<file path="src/rtl/mux_pkg.sv">
// Shared constants and helpers for the registered N-way channel multiplexer.
package mux_pkg;

  localparam logic MODE_EXPLICIT = 1'b0;
  localparam logic MODE_RR       = 1'b1;

  function automatic int clog2(input int value);
    int result;
    int v;
    result = 0;
    v      = value - 1;
    while (v > 0) begin
      result = result + 1;
      v      = v >> 1;
    end
    return result;
  endfunction

endpackage

</file>
<file path="src/rtl/mux_n_reg_rr_arbiter.sv">
// Rotate-priority arbiter: first requester at or after ptr, wrapping modulo CHANNELS.
module rr_arbiter
  import mux_pkg::*;
#(
  parameter  int CHANNELS = 4,
  localparam int SEL_W    = (clog2(CHANNELS) < 1) ? 1 : clog2(CHANNELS)
) (
  input  logic [CHANNELS-1:0] req,
  input  logic [SEL_W-1:0]    ptr,
  output logic [SEL_W-1:0]    grant,
  output logic                grant_found
);

  // One extra bit so ptr+i never overflows before the modulo fold.
  always_comb begin : search
    logic [SEL_W:0] sum;
    sum         = '0;
    grant       = '0;
    grant_found = 1'b0;
    for (int i = 0; i < CHANNELS; i++) begin
      sum = {1'b0, ptr} + (SEL_W+1)'(i);
      if (sum >= (SEL_W+1)'(CHANNELS)) begin
        sum = sum - (SEL_W+1)'(CHANNELS);
      end else begin
        sum = sum;
      end
      if (!grant_found && req[sum[SEL_W-1:0]]) begin
        grant_found = 1'b1;
        grant       = sum[SEL_W-1:0];
      end else begin
        grant_found = grant_found;
      end
    end
  end

endmodule

</file>
<file path="src/rtl/mux_n_reg.sv">
// Registered N-way data mux with per-channel valid/ready, explicit or round-robin selection.
module mux_n_reg
  import mux_pkg::*;
#(
  parameter  int WIDTH    = 8,
  parameter  int CHANNELS = 4,
  localparam int SEL_W    = (clog2(CHANNELS) < 1) ? 1 : clog2(CHANNELS)
) (
  input  logic                      clk,
  input  logic                      rst_n,
  input  logic [CHANNELS*WIDTH-1:0] in_data,
  input  logic [CHANNELS-1:0]       in_valid,
  output logic [CHANNELS-1:0]       in_ready,
  input  logic [SEL_W-1:0]          select,
  input  logic                      rr_mode,
  output logic [WIDTH-1:0]          out_data,
  output logic [SEL_W-1:0]          out_chan,
  output logic                      out_valid,
  input  logic                      out_ready
);

  logic [WIDTH-1:0] out_data_q,  out_data_d;
  logic [SEL_W-1:0] out_chan_q,  out_chan_d;
  logic             out_valid_q, out_valid_d;
  logic [SEL_W-1:0] ptr_q,       ptr_d;

  logic [SEL_W-1:0] rr_grant;
  logic             rr_found;
  logic             sel_hit;
  logic [SEL_W-1:0] grant;
  logic             grant_found;
  logic [WIDTH-1:0] grant_data;
  logic             load_en;

  rr_arbiter #(.CHANNELS(CHANNELS)) u_arb (
    .req         (in_valid),
    .ptr         (ptr_q),
    .grant       (rr_grant),
    .grant_found (rr_found)
  );

  assign load_en = !out_valid_q || out_ready;

  // An out-of-range select never matches any channel, so it yields no grant.
  always_comb begin
    sel_hit = 1'b0;
    for (int k = 0; k < CHANNELS; k++) begin
      if (select == SEL_W'(k)) begin
        sel_hit = in_valid[k];
      end else begin
        sel_hit = sel_hit;
      end
    end
    if (rr_mode == MODE_RR) begin
      grant       = rr_grant;
      grant_found = rr_found;
    end else begin
      grant       = select;
      grant_found = sel_hit;
    end
  end

  always_comb begin
    grant_data = '0;
    in_ready   = '0;
    for (int k = 0; k < CHANNELS; k++) begin
      if (grant == SEL_W'(k)) begin
        grant_data  = in_data[k*WIDTH +: WIDTH];
        in_ready[k] = rst_n && load_en && grant_found;
      end else begin
        in_ready[k] = 1'b0;
      end
    end
  end

  always_comb begin
    out_data_d  = out_data_q;
    out_chan_d  = out_chan_q;
    out_valid_d = out_valid_q;
    ptr_d       = ptr_q;
    if (load_en && grant_found) begin
      out_data_d  = grant_data;
      out_chan_d  = grant;
      out_valid_d = 1'b1;
      if (rr_mode == MODE_RR) begin
        ptr_d = (grant == SEL_W'(CHANNELS-1)) ? '0 : grant + SEL_W'(1);
      end else begin
        ptr_d = ptr_q;
      end
    end else if (load_en) begin
      out_valid_d = 1'b0;
    end else begin
      out_valid_d = out_valid_q;
    end
  end

  always_ff @(posedge clk or negedge rst_n) begin
    if (!rst_n) begin
      out_data_q  <= '0;
      out_chan_q  <= '0;
      out_valid_q <= 1'b0;
      ptr_q       <= '0;
    end else begin
      out_data_q  <= out_data_d;
      out_chan_q  <= out_chan_d;
      out_valid_q <= out_valid_d;
      ptr_q       <= ptr_d;
    end
  end

  assign out_data  = out_data_q;
  assign out_chan  = out_chan_q;
  assign out_valid = out_valid_q;

endmodule

</file>
<file path="config.mk">
export PLATFORM = sky130hd
export DESIGN_NAME = mux_n_reg
export DESIGN_NICKNAME = d
export VERILOG_FILES = /design/src/rtl/mux_pkg.sv /design/src/rtl/mux_n_reg_rr_arbiter.sv /design/src/rtl/mux_n_reg.sv
export SDC_FILE = /design/constraint.sdc
export NUM_CORES = 1
export LEC_CHECK = 0
export ABC_AREA = 1
export CAP_MARGIN = 20
export CORE_MARGIN = 2
export CORE_UTILIZATION = 46
export CTS_CLUSTER_SIZE = 12
export DETAILED_ROUTE_END_ITERATION = 12
export PLACE_DENSITY_LB_ADDON = 0.15
export SYNTH_ARGS = -nofsm -noshare
export SYNTH_HDL_FRONTEND = slang
export SYNTH_HIERARCHICAL = 1
export SYNTH_SLANG_ARGS = --single-unit
export TNS_END_PERCENT = 5
</file>
<file path="constraint.sdc">
create_clock -name clk -period 3.85 [get_ports clk]
set_input_delay 0.5775 -clock clk [delete_from_list [all_inputs] [get_ports clk]]
set_output_delay 0.5775 -clock clk [all_outputs]
set_load 0.005 [all_outputs]
</file>
==> metrics.txt <==
Bufs on Longest Clock Path=2; post-layout worst setup margin=approximately 200 ps; total number of vias=between 1,000 and 1,500; category of the worst setup path launch point=primary input; synth warn=6; final worst hold slack=slightly below 500 ps; Post-Synth Simple-Gate Area=approximately half; number of core rows=19; area share of the leading cell type in the synthesized netlist=23.92%; fraction of final layout cells sized beyond drive strength 1=24.81%; number of distinct standard cells referenced by the synthesized netlist=27; total leakage power=1.007 nW; Min-Delay Path Class=reg -> reg; fraction of power consumed by the clock network=under 10%; Die Footprint=0.003408 sq mm; clock network latency to the later pin of the worst-skew pair=270 ps; Worst setup EP type=primary output; Cell Int Power=around 0.7 mW; fin area=roughly 0.002 sq mm; top_reg_cell synth=sky130_fd_sc_hd__dfrtp_1; maximum number of pins on one net before global-route repair=17; Period minus WS final=3648 ps; root buffer selected by CTS=sky130_fd_sc_hd__clkbuf_4; flop-to-flop setup slack=1160 ps; number of nets in the finished design=313; layout-stage area growth over the synthesis result=47.01%; fraction of registers with async set or reset after synthesis=100.0%; unrepaired setup endpoints after global routing=no; largest driver fanout on the critical path=4; vias in the first global route=around 1,300; final worst-path cycle share=94.75%; dominant cell by count in the synthesized netlist=sky130_fd_sc_hd__nand2_1; launching point of the worst reg2reg path=ptr_q[0]; cell taking the most area after synthesis=sky130_fd_sc_hd__dfrtp_1; result of the run=finished, final reports clean; syn_nets=251; total negative slack=0 ps; hold-fix buffer count after cts=0; weighted congestion at the end of routability-driven global placement=0.8377; Detail Route met2 WL=between 1500 and 2000 um; crit path DAT=3070 ps; total CTS buffers=3; post-DP HPWL=2801 um; EDFF count, synth=0; Placeable Area=0.002781 sq mm; Met1 Routed Length=1535 um; die span in y=58.38 um; final number of setup-violating endpoints=0; Combinational Power Share=73.5%; end of the worst register-to-register path=out_data[5]; post-place instance area=slightly below 0.002 sq mm; clock transition at the register clock pins on the worst setup and hold paths after CTS=80 ps; highest clock rate=274.1 MHz; initial antenna violation count=0; summed instance area of the synthesized netlist=0.001360 sq mm; hold endpoint=out_data[4]; hold-critical path depth=2; syn_area_per_cell=6.634 sq um; kind of critical path=in -> out; flop and latch count out of synthesis=13; ratio of total power to cell area=655.3 mW/mm^2; final antenna-violating net count=0; main combinational cell family by area after synthesis=simple AND/OR/NAND/NOR gates; peak supply drop=approximately 450 uV; Tot GR Track Use=between 20% and 30%; synthesized-area fraction occupied by ao, oa, aoi and oai cells=10.95%; uppermost routed layer=met4; TritonCTS clock tree=yes; Setup Skew=5.314 ps; 1st-iter DRT viols=43; routed length on met3=189 um; total I/O pin count=57; max-slew violation total from the final report=0; number of port buffers=56; Die W=58.38 um; share of the synthesized netlist area taken by xor and xnor gates=0%; number of antenna cells inserted=0; wire length per cell=roughly 11 um; Sw Pwr=0.6242 mW; number of cells produced by synthesis=205; GRT overflow=0; Finished Core Util=just over 70%; hold path startpoint=out_data[4]; worst r2r path cells=18; Max-slew headroom=77.26%; switch share=47.64%; Fin. Hold Viols=0; Clock Sink Count=13; pre-CTS worst setup slack=32.45 ps; sequential element share of the synthesized area=a little under a quarter; required time of the critical path=3270 ps; Pre-Repair DR Iteration Count=4; multiplexer fraction of the synthesized cell area=0%; commonest cells in the netlist=81 x sky130_fd_sc_hd__nand2_1, 19 x sky130_fd_sc_hd__inv_1, 18 x sky130_fd_sc_hd__or2_2; max cap viols=0; H-Tree Level Count=1; first-pass GRT wire length=5630 um; number of DRC violations after detailed routing=0; fraction of power consumed by sequential logic=19.9%; via/cell ratio=4.751; largest cells by area after synthesis=sky130_fd_sc_hd__dfrtp_1 24%, sky130_fd_sc_hd__nand2_1 22%, sky130_fd_sc_hd__or2_2 8.3%; transition time at the pin with the least slew margin=about 340 ps; total detailed-routing wirelength=3357 um; adder-cell share of the synthesized area=between 3 and 4%; starting density of the core=between 40% and 50%
cell families (layout without fill, tap and decap cells):
kind of cell	count (synthesis)	after routing
AND/OR/NAND/NOR	134	134
AO/OA/AOI/OAI	25	25
adder cells (fa/ha/maj)	4	4
flip-flops	13	13
buffers and inverters	29	90
per-layer routing:
layer  vias to the layer above  track usage [%]
li1                        761                -
met3                         2            4.835
met2                        36            35.79
met5                         -                0
met1                       612            28.10
met4                         0            1.993
layout by cell type (no fill, tap or decap), drive strengths merged:
cell type      synthesis  final
clkbuf                 0      4
nor2                   4      4
nand2                 94     94
o31ai                  1      1
nor3                   4      4
nand3                 10     10
dfrtp                 13     13
o21ai                 14     14
nand3b                 2      2
inv                   23     23
clkdlybuf4s50          0     54
nand4                  1      1
a21oi                  9      9
buf                    6      7
or2                   19     19
ha                     4      4
dlymetal6s2s           0      2
o211ai                 1      1
stage by stage:
step	power (mW)	instances
after floorplan	0.9221	205
after global placement	1.194	292
after detailed placement	1.214	292
after CTS	1.306	296
after global routing	1.448	297
final	1.310	297
registers in the layout (all words and copies together), names as in the netlist:
signal and cells:
out_data 8, ptr_q 2, out_chan 2, out_valid 1
power groups by stage:
stage               Combinational (mW)  Clock (mW)  Sequential, mW
floorplan                        0.674           0           0.248
global placement                 0.934           0           0.260
detailed placement               0.951           0           0.263
CTS                              0.956      0.0884           0.261
global route                      1.08      0.0967           0.272
finish                           0.963      0.0865           0.261
final cells by class:
| cell class | instances | area, sq um |
|---|---|---|
| Timing Repair Buffer | 63 | 618.1 |
| Tap cell | 31 | 38.79 |
| Fill cell | 250 | 782.0 |
| Clock buffer | 4 | 26.28 |
| Inverter | 23 | 86.33 |
| Multi-Input combinational cell | 163 | 903.4 |
| Sequential cell | 13 | 326.6 |
worst max path at each step:
stage,startpoint,to,cells after the start
after floorplan,in_valid[0],in_ready[3],14
after CTS,in_valid[0],in_ready[1],14
after detailed placement,in_valid[0],in_ready[1],14
final,in_valid[0],in_ready[2],15
after global routing,in_valid[0],in_ready[2],15
after global placement,in_valid[0],in_ready[0],14
critical path, stage by stage:
cell and delay, ps:
sky130_fd_sc_hd__clkdlybuf4s50_1 520, sky130_fd_sc_hd__inv_1 70, sky130_fd_sc_hd__nand2_1 110, sky130_fd_sc_hd__nand3_1 100, sky130_fd_sc_hd__nand2_2 110, sky130_fd_sc_hd__inv_1 80
sky130_fd_sc_hd__nand4_1 90, sky130_fd_sc_hd__nand3_1 80, sky130_fd_sc_hd__or2_2 300, sky130_fd_sc_hd__o21ai_2 110, sky130_fd_sc_hd__inv_1 100, sky130_fd_sc_hd__ha_1 200
sky130_fd_sc_hd__inv_1 90, sky130_fd_sc_hd__nor3_2 50, sky130_fd_sc_hd__clkdlybuf4s50_1 470
repair_timing:
action | in CTS | in global routing
setup buffers | 0 | 1
endpoints found under the setup margin | 0 | 4
resized for setup | 0 | 7
(Power assumes the default switching activity.)
